--- src/rtl/qspi_pkg.sv ---
// Shared opcodes and FSM state encoding for the quad-SPI memory responder.
package qspi_pkg;

  localparam logic [7:0] OP_QUAD_READ  = 8'hEB;
  localparam logic [7:0] OP_QUAD_WRITE = 8'h38;

  typedef enum logic [2:0] {
    IDLE,
    CMD,
    ADDR,
    DUMMY,
    RDATA,
    WDATA,
    IGNORE
  } qspi_state_t;

endpackage

--- src/rtl/qspi_sync.sv ---
// Two-flop synchronizers for the QSPI pins plus sck/ce_n edge detection in the clk domain.
module qspi_sync (
  input  logic       i_clk,
  input  logic       i_rst_n,
  input  logic       i_sck,
  input  logic       i_ce_n,
  input  logic [3:0] i_sio,
  output logic       o_sck_rise,
  output logic       o_sck_fall,
  output logic       o_ce_fall,
  output logic       o_ce_n,
  output logic [3:0] o_sio
);

  logic       r_sck_meta, r_sck_sync, r_sck_prev;
  logic       r_ce_meta, r_ce_sync, r_ce_prev;
  logic [3:0] r_sio_meta, r_sio_sync;

  // ce_n resets high so a device held deselected never sees a false select edge.
  always_ff @(posedge i_clk or negedge i_rst_n) begin
    if (!i_rst_n) begin
      r_sck_meta <= 1'b0;
      r_sck_sync <= 1'b0;
      r_sck_prev <= 1'b0;
      r_ce_meta  <= 1'b1;
      r_ce_sync  <= 1'b1;
      r_ce_prev  <= 1'b1;
      r_sio_meta <= 4'h0;
      r_sio_sync <= 4'h0;
    end else begin
      r_sck_meta <= i_sck;
      r_sck_sync <= r_sck_meta;
      r_sck_prev <= r_sck_sync;
      r_ce_meta  <= i_ce_n;
      r_ce_sync  <= r_ce_meta;
      r_ce_prev  <= r_ce_sync;
      r_sio_meta <= i_sio;
      r_sio_sync <= r_sio_meta;
    end
  end

  assign o_sck_rise = r_sck_sync & ~r_sck_prev;
  assign o_sck_fall = ~r_sck_sync & r_sck_prev;
  assign o_ce_fall  = ~r_ce_sync & r_ce_prev;
  assign o_ce_n     = r_ce_sync;
  assign o_sio      = r_sio_sync;

endmodule

--- src/rtl/qspi_responder.sv ---
// Quad-SPI target bridging 0xEB quad reads and 0x38 quad writes onto a simple
// byte-wide request/acknowledge memory port, with a one-byte read prefetch buffer.
module qspi_responder
  import qspi_pkg::*;
#(
  parameter int DUMMY_CYCLES = 6
) (
  input  logic        clk,
  input  logic        rst_n,
  input  logic        sck,
  input  logic        ce_n,
  input  logic [3:0]  sio_i,
  output logic [3:0]  sio_o,
  output logic        sio_en,
  output logic        mem_req,
  output logic        mem_we,
  output logic [23:0] mem_addr,
  output logic [7:0]  mem_wdata,
  input  logic [7:0]  mem_rdata,
  input  logic        mem_ack,
  output logic        err,
  output qspi_state_t dbg_state
);

  localparam logic [7:0] DUMMY_LAST = 8'(DUMMY_CYCLES - 1);

  logic       w_sck_rise, w_sck_fall, w_ce_fall, w_ce_n;
  logic [3:0] w_sio;

  qspi_sync u_sync (
    .i_clk      (clk),
    .i_rst_n    (rst_n),
    .i_sck      (sck),
    .i_ce_n     (ce_n),
    .i_sio      (sio_i),
    .o_sck_rise (w_sck_rise),
    .o_sck_fall (w_sck_fall),
    .o_ce_fall  (w_ce_fall),
    .o_ce_n     (w_ce_n),
    .o_sio      (w_sio)
  );

  qspi_state_t r_state;
  logic [7:0]  r_cnt;
  logic [19:0] r_shift;
  logic [23:0] r_addr;
  logic        r_is_read;
  logic        r_nib_phase;
  logic [3:0]  r_hi_nib;
  logic [3:0]  r_lo_nib;
  logic [7:0]  r_buf;
  logic        r_buf_valid;
  logic        r_rd_live;
  logic        r_req_due;
  logic [3:0]  r_sio_o;
  logic        r_sio_en;
  logic        r_mem_req;
  logic        r_mem_we;
  logic [23:0] r_mem_addr;
  logic [7:0]  r_mem_wdata;
  logic        r_err;

  // Memory handshake: mem_req is a valid that stays high, with mem_addr/mem_we/
  // mem_wdata frozen, until the first cycle mem_ack=1; mem_req drops the cycle after.
  logic       w_rd_cap;
  logic [7:0] w_next_byte;
  logic       w_underrun;
  logic [23:0] w_addr_full;

  assign w_rd_cap    = mem_ack & r_mem_req & ~r_mem_we & r_rd_live;
  assign w_addr_full = {r_shift, w_sio};

  // A byte acked in the same cycle as the boundary bypasses the buffer.
  always_comb begin
    w_next_byte = 8'hFF;
    w_underrun  = 1'b1;
    if (r_buf_valid) begin
      w_next_byte = r_buf;
      w_underrun  = 1'b0;
    end else if (w_rd_cap) begin
      w_next_byte = mem_rdata;
      w_underrun  = 1'b0;
    end
  end

  always_ff @(posedge clk or negedge rst_n) begin
    if (!rst_n) begin
      r_state     <= IDLE;
      r_cnt       <= 8'd0;
      r_shift     <= 20'd0;
      r_addr      <= 24'd0;
      r_is_read   <= 1'b0;
      r_nib_phase <= 1'b0;
      r_hi_nib    <= 4'h0;
      r_lo_nib    <= 4'h0;
      r_buf       <= 8'h00;
      r_buf_valid <= 1'b0;
      r_rd_live   <= 1'b0;
      r_req_due   <= 1'b0;
      r_sio_o     <= 4'h0;
      r_sio_en    <= 1'b0;
      r_mem_req   <= 1'b0;
      r_mem_we    <= 1'b0;
      r_mem_addr  <= 24'd0;
      r_mem_wdata <= 8'h00;
      r_err       <= 1'b0;
    end else begin
      if (r_mem_req && mem_ack) r_mem_req <= 1'b0;
      if (w_rd_cap) begin
        r_buf       <= mem_rdata;
        r_buf_valid <= 1'b1;
      end
      if (r_req_due && !r_mem_req) begin
        r_mem_req  <= 1'b1;
        r_mem_we   <= 1'b0;
        r_mem_addr <= r_addr;
        r_addr     <= r_addr + 24'd1;
        r_req_due  <= 1'b0;
      end

      if (r_state != IDLE && w_ce_n) begin
        r_state     <= IDLE;
        r_sio_en    <= 1'b0;
        r_cnt       <= 8'd0;
        r_nib_phase <= 1'b0;
        r_rd_live   <= 1'b0;
        r_buf_valid <= 1'b0;
        r_req_due   <= 1'b0;
      end else begin
        case (r_state)
          IDLE: begin
            if (w_ce_fall) begin
              r_state     <= CMD;
              r_err       <= 1'b0;
              r_cnt       <= 8'd0;
              r_nib_phase <= 1'b0;
            end
          end
          CMD: begin
            if (w_sck_rise) begin
              r_shift <= {r_shift[15:0], w_sio};
              r_cnt   <= r_cnt + 8'd1;
              if (r_cnt == 8'd1) begin
                r_cnt <= 8'd0;
                if ({r_shift[3:0], w_sio} == OP_QUAD_READ) begin
                  r_is_read <= 1'b1;
                  r_state   <= ADDR;
                end else if ({r_shift[3:0], w_sio} == OP_QUAD_WRITE) begin
                  r_is_read <= 1'b0;
                  r_state   <= ADDR;
                end else begin
                  r_state <= IGNORE;
                end
              end
            end
          end
          ADDR: begin
            if (w_sck_rise) begin
              r_shift <= {r_shift[15:0], w_sio};
              r_cnt   <= r_cnt + 8'd1;
              if (r_cnt == 8'd5) begin
                r_cnt       <= 8'd0;
                r_addr      <= w_addr_full;
                r_nib_phase <= 1'b0;
                if (r_is_read) begin
                  r_req_due <= 1'b1;
                  r_rd_live <= 1'b1;
                  r_state   <= (DUMMY_CYCLES == 0) ? RDATA : DUMMY;
                  r_sio_en  <= (DUMMY_CYCLES == 0);
                end else begin
                  r_state <= WDATA;
                end
              end
            end
          end
          DUMMY: begin
            if (w_sck_rise) begin
              r_cnt <= r_cnt + 8'd1;
              if (r_cnt == DUMMY_LAST) begin
                r_state  <= RDATA;
                r_sio_en <= 1'b1;
              end
            end
          end
          RDATA: begin
            if (w_sck_fall) begin
              if (!r_nib_phase) begin
                r_sio_o     <= w_next_byte[7:4];
                r_lo_nib    <= w_next_byte[3:0];
                r_buf_valid <= r_buf_valid & w_rd_cap;
                r_req_due   <= 1'b1;
                r_nib_phase <= 1'b1;
                if (w_underrun) r_err <= 1'b1;
              end else begin
                r_sio_o     <= r_lo_nib;
                r_nib_phase <= 1'b0;
              end
            end
          end
          WDATA: begin
            if (w_sck_rise) begin
              if (!r_nib_phase) begin
                r_hi_nib    <= w_sio;
                r_nib_phase <= 1'b1;
              end else begin
                r_nib_phase <= 1'b0;
                r_addr      <= r_addr + 24'd1;
                // A byte arriving while the previous write is still outstanding is lost.
                if (r_mem_req) begin
                  r_err <= 1'b1;
                end else begin
                  r_mem_req   <= 1'b1;
                  r_mem_we    <= 1'b1;
                  r_mem_addr  <= r_addr;
                  r_mem_wdata <= {r_hi_nib, w_sio};
                end
              end
            end
          end
          IGNORE: begin
            r_sio_en <= 1'b0;
          end
          default: r_state <= IDLE;
        endcase
      end
    end
  end

  assign sio_o     = r_sio_o;
  assign sio_en    = r_sio_en;
  assign mem_req   = r_mem_req;
  assign mem_we    = r_mem_we;
  assign mem_addr  = r_mem_addr;
  assign mem_wdata = r_mem_wdata;
  assign err       = r_err;
  assign dbg_state = r_state;

endmodule

--- config.mk ---
export PLATFORM = sky130hd
export DESIGN_NAME = qspi_responder
export DESIGN_NICKNAME = d
export VERILOG_FILES = /design/src/rtl/qspi_pkg.sv /design/src/rtl/qspi_sync.sv /design/src/rtl/qspi_responder.sv
export SDC_FILE = /design/constraint.sdc
export NUM_CORES = 1
export LEC_CHECK = 0
export ABC_AREA = 1
export BUFFER_PORTS_ARGS = -buffer_cell sky130_fd_sc_hd__buf_2
export CORE_MARGIN = 2
export CORE_UTILIZATION = 60
export DETAILED_ROUTE_END_ITERATION = 12
export PLACE_DENSITY = 0.8
export SYNTH_ARGS = -nofsm -noshare
export SYNTH_HDL_FRONTEND = slang
export SYNTH_SLANG_ARGS = --single-unit
export TNS_END_PERCENT = 30
--- constraint.sdc ---
create_clock -name clk -period 2.1 [get_ports clk]
set_input_delay 0.42 -clock clk [delete_from_list [all_inputs] [get_ports clk]]
set_output_delay 0.42 -clock clk [all_outputs]
set_load 0.005 [all_outputs]
Word level (Yosys, flattened, before mapping)
Index checks and enable logic that the tools add are counted.

Flip-flop bits (word level): 130. Bits of input ports: 17. Output and inout port bits: 43. Word-level logic and storage cells: 193.

Add/subtract/negate cells: 2. Equality and inequality tests: 28. Mux-type cells: 93. Bitwise gates (word level): 14. Reductions and logical operators: 29.

Operator list (count): $mux W24 (12); $mux W8 (9); $mux W1 (53); $pmux W24 S2 (1); $mux W3 (11); $pmux W8 S4 (1); $add A24 B1 Y24 const B (1); $ne A3 B2 Y1 const B (6); $pmux W3 S5 (1); $reduce_and A5 Y1 (3); $ne A3 B3 Y1 const B (4); $reduce_and A4 Y1 (3); $reduce_and A6 Y1 (2); $reduce_bool A2 Y1 (5); $reduce_bool A5 Y1 (2); $eq A3 B3 Y1 const B (3); $reduce_and A9 Y1 (1); $add A8 B1 Y8 const B (1); $eq A8 B1 Y1 const B (1); $eq A8 B3 Y1 const B (1); $eq A8 B6 Y1 const B (1); $eq A8 B8 Y1 const B (1); $ne A2 B1 Y1 const B (4); $ne A2 B2 Y1 const B (4); other kinds (17) (35).

Depth between registers and ports, before layout
Depth in word-level cells: 9. Gate-level depth with buffers: 12. Depth with buffers taken out: 12.

Modules after synthesis
Synthesis repeated with hierarchy kept, for this count alone.

Cell total of the unflattened synthesis: 882. Area, all modules: 6785.3 um2.

By module, submodules not included: qspi_responder (instances 1, cells each 862, area an instance 6408.6 um2, sequential area each 2902.8 um2); qspi_sync (instances 1, cells each 20, area an instance 376.6 um2, sequential area each 354.1 um2).

Worst setup path before layout
OpenSTA, ideal clock, no wires.

Path type: register to register. Start point: register r_state[0] (netlist: dbg_state[0]). End point: register (tool-made name). Setup time: 127 ps. Arrival: 1728 ps. Data required time: 1973 ps. Path slack: 245 ps. Stages on the path, launching flop included: 11. Buffers on the path: 1. Period minus slack after synthesis: 1855 ps. Cells stage by stage: dfrtp_1 -> buf_2 -> nand2_2 -> nor2_4 -> nand2_2 -> nor2_4 -> inv_2 -> nor2_8 -> nand2_4 -> nand2_4 -> mux2_1.

RTL lines: start: declaration (RTL line qspi_responder.sv:43) `qspi_state_t r_state;`; start signal: assignment (RTL line qspi_responder.sv:168) `r_state <= (DUMMY_CYCLES == 0) ? RDATA : DUMMY;`.

Worst setup path after layout
Start point: register r_state[2] (netlist: dbg_state[2]). End point: register r_hi_nib[0].

Word-level cells in the longest chain between the ends: 4. Elaborated cells on any way between the ends: 5. Classes of those cells: eq/ne: 1; bitwise: 1; reduce/logical: 3.

RTL lines: $reduce_bool A3 Y1 (RTL line qspi_responder.sv:121) `if (r_state != IDLE && w_ce_n) begin`; $logic_and A1 B1 Y1 (RTL line qspi_responder.sv:121); $not A1 Y1 (no source line); $reduce_and A4 Y1 (no source line) *; end signal: assignment (RTL line qspi_responder.sv:203) `r_hi_nib <= w_sio;`; end: declaration (RTL line qspi_responder.sv:49) `logic [3:0] r_hi_nib;`.

Every way passes the cells marked *; elsewhere a longest branch is shown, timed or not. A chain may end at the register's enable or synchronous reset.

==> flow_summary_export.csv <==
group,metric,value,unit
power_and_ir_drop,p_switching,3.64,mW
logic_synthesis,synth_fp_nets,943,
min_path,hold_path_class,"in2reg",
power_and_ir_drop,p_clk_frac,0.296,
sta,whs,0.0931,ns
run_status,status,"finished clean",
routing,wire_per_inst,15.7,um
global_route,grt_overflow,0,
sta,final-hold-violation-count,0,
placed_design,dpl_cell_area,7630,um2
routing,viasPerCell,5.61,
placed_design,dp_cells,1138,
global_route,first_global_vias,6355,
flow_run,drv_cap,0,
min_path,holdPathStages,1,
sta,fin_skew,0.00932,ns
floorplanning,start_util,0.611,
logic_synthesis,yosys_warnings,0,
logic_synthesis,async_flop_share,1.00,
clock_tree,cts_tree,"done",
critical_path,slowest_stage,"dfrtp_1",
routing,initialDrtViolationCount,584,
sta,max_freq,0.514,GHz
sta,worst_pin_slew,0.652,ns
critical_path,path_cells,"buf_4, inv_1, nand2_1, inv_1, nor2_2, inv_2, nand3_1, nand2_1, o21ai_0",
sta,setup_tns,0,ns
power_and_ir_drop,p_leak,4.28,nW
final_layout,finish.net_count,1035,
clock_tree,insertion_delay,0.43,ns
critical_path,r2r_start,"dbg_state[2]$_DFFE_PN0P_",
sta,setup-violations-final,0,
logic_synthesis,synth_commonest_cells,"nand2_1 (279), dfrtp_1 (127), nand3_1 (111), inv_1 (85), nor2_1 (71)",
power_and_ir_drop,finalPower,9.88,mW
clock_tree,cts_made_buffers,17,
clock_tree,htree_levels,4,
power_and_ir_drop,p_int,6.24,mW
global_route,grt_usage,0.315,
sta,drv_slew,0,
critical_path,start_kind,"flip-flop",
final_layout,finalInstanceArea,8290,um2
logic_synthesis,synth.most_common_cell,"nand2_1",
min_path,hold_end,"u_sync.r_ce_meta$_DFF_PN1_",
critical_path,arrival,2.23,ns
power_and_ir_drop,pwr-share-seq,0.380,
floorplanning,dieWidth,112,um
logic_synthesis,syn_inst,923,
placed_design,place_ws,0.0253,ns
critical_path,r2r_cells,9,
logic_synthesis,synth_edf_count,0,
floorplanning,io_pins,60,
critical_path,path_max_fanout,14,
logic_synthesis,yosys_register_bits,130,
power_and_ir_drop,swShare,0.369,
floorplanning,die-height,112,um
floorplanning,design.die.area,12500,um2
power_and_ir_drop,power.density,1190,nW/um2
critical_path,path_buf_inv,4,
final_layout,drive_gt1_frac,0.170,
final_layout,utilization,0.729,
critical_path,r2r_end,"r_hi_nib[0]$_DFFE_PN0P_",
routing,drtAntennaViolNets,0,
logic_synthesis,ys_types,45,
final_layout,area_growth,19.3,%
logic_synthesis,synth_area,6940,um2
logic_synthesis,synth_area_per_cell,7.52,um2
sta,period_minus_slack,1.95,ns
critical_path,critPathKind,"reg2reg",
critical_path,crit_cells,9,
global_route,grt_max_degree,49,
floorplanning,coreArea,11400,um2
logic_synthesis,yosys.area.top_type,"dfrtp_1",
clock_tree,clock_path_buffers,2,
placed_design,dp_hpwl,13.1,mm
logic_synthesis,ys.flop_type,"dfrtp_1",
clock_tree,cts_sinks,130,
routing,vias,6571,
clock_tree,clk_pin_slew,0.05,ns
routing,drc,0,
global_route,antenna_found_initial,0,
sta,fin_ws,0.154,ns
critical_path,cpLargestDelayFamily,"simple AND/OR/NAND/NOR gates",
floorplanning,fp-row-count,39,
critical_path,critPathCaptureType,"flip-flop",
critical_path,reg2reg_setup_slack,0.15,ns
global_route,grt_pass1_wl,31.1,mm
critical_path,slowest_delay,0.44,ns
routing,first_pass_iters,5,
logic_synthesis,synth_top_area_frac,0.458,
placed_design,port_buffers,59,
clock_tree,clockRootBuffer,"clkbuf_16",
sta,relSlewSlack,0.565,
power_and_ir_drop,p_comb_frac,0.324,
power_and_ir_drop,ir_worst_vdd,0.000813,V
logic_synthesis,yosys-top-cells-area,"dfrtp_1 (46%), nand2_1 (15%), nand3_1 (8.0%)",
final_layout,finalNonFillerCells,1171,
logic_synthesis,yosysSeqAreaShare,0.469,
routing,wirelength,18.4,mm
critical_path,crit_required,2.38,ns
sta,finalCritPeriodShare,0.926,
min_path,hp-start,"ce_n",
placed_design,place_congestion,1.01,
final_layout,diodes,0,
sta,rsz0062_at_grt,"yes",
## how the worst max path moves through the flow
stage,from,endpoint,slack [ns]
2_1_floorplan,dbg_state[0]$_DFFE_PN0P_,flip-flop,0.24
3_3_place_gp,r_cnt[1]$_DFFE_PN0P_,r_addr[6]$_DFF_PN0_,0.05
3_5_place_dp,r_cnt[1]$_DFFE_PN0P_,r_addr[6]$_DFF_PN0_,0.03
4_1_cts,r_cnt[1]$_DFFE_PN0P_,r_addr[6]$_DFF_PN0_,0.01
5_1_grt,r_addr[0]$_DFF_PN0_,r_addr[10]$_DFF_PN0_,-0.04
6_report,dbg_state[2]$_DFFE_PN0P_,r_hi_nib[0]$_DFFE_PN0P_,0.15
## final cells by class
class                   count  area, um2
repair buffers            106        678
clock inverters            12        140
well taps                 143        179
inverters                  96        363
clock buffers              20        437
multi-input cells         664       3230
fillers                   895       3080
flip-flops and latches    130       3260
## power groups by stage
stage	sequential (mW)	combinational (mW)	clock [mW]
after floorplan	3.65	1.98	0
after global placement	3.74	3.02	0
after detailed placement	3.76	3.09	0
after CTS	3.73	3.13	2.95
after global routing	3.82	3.63	3.07
final	3.76	3.20	2.92
## cells in the final DEF (no fill, tap or decap), drive strengths merged, types with 3 or more instances in the layout
master / synthesis / final
xor2: 7 / 7
nand3: 111 / 111
bufinv: 0 / 3
clkinv: 2 / 9
ha: 3 / 3
o22ai: 4 / 4
nand4: 5 / 5
nand2: 284 / 284
a31oi: 5 / 5
a21oi: 25 / 25
inv: 94 / 94
o211ai: 10 / 10
nor3: 14 / 14
dfrtp: 127 / 127
nor2: 77 / 77
buf: 22 / 105
xnor2: 5 / 5
mux2: 7 / 7
o311ai: 4 / 4
nand3b: 3 / 3
clkbuf: 11 / 20
dfstp: 3 / 3
o21ai: 90 / 90
## layer usage
metal  vias to the layer above  GRT usage  share of wire
met3                        66     0.0637          0.078
met5                         -          0              0
li1                       3198          -              -
met4                         0      0.165          0.042
met1                      3030      0.417           0.41
met2                       277      0.496           0.47
## kinds of logic (layout without fill, tap and decap cells)
group	count (synthesis)	count (layout)	synth area share
and+or+nand+nor	498	498	0.308
AOI/OAI and AO/OA	143	143	0.114
DFF	130	130	0.469
buffers and inverters	129	234	0.0751
xor gates and xnor gates	12	12	0.0151
muxes	8	8	0.0128
adders and majority gates	3	3	0.00541
## what timing repair did
| item | in CTS | in global routing |
|---|---|---|
| endpoints found under the hold margin | 36 | 0 |
| pin swaps | 0 | 1 |
| gates resized for setup | 1 | 19 |
| setup endpoints to repair | 1 | 56 |
| hold buffers | 1 | 0 |
| setup buffers | 0 | 0 |
Power figures use the tool's default switching activity.
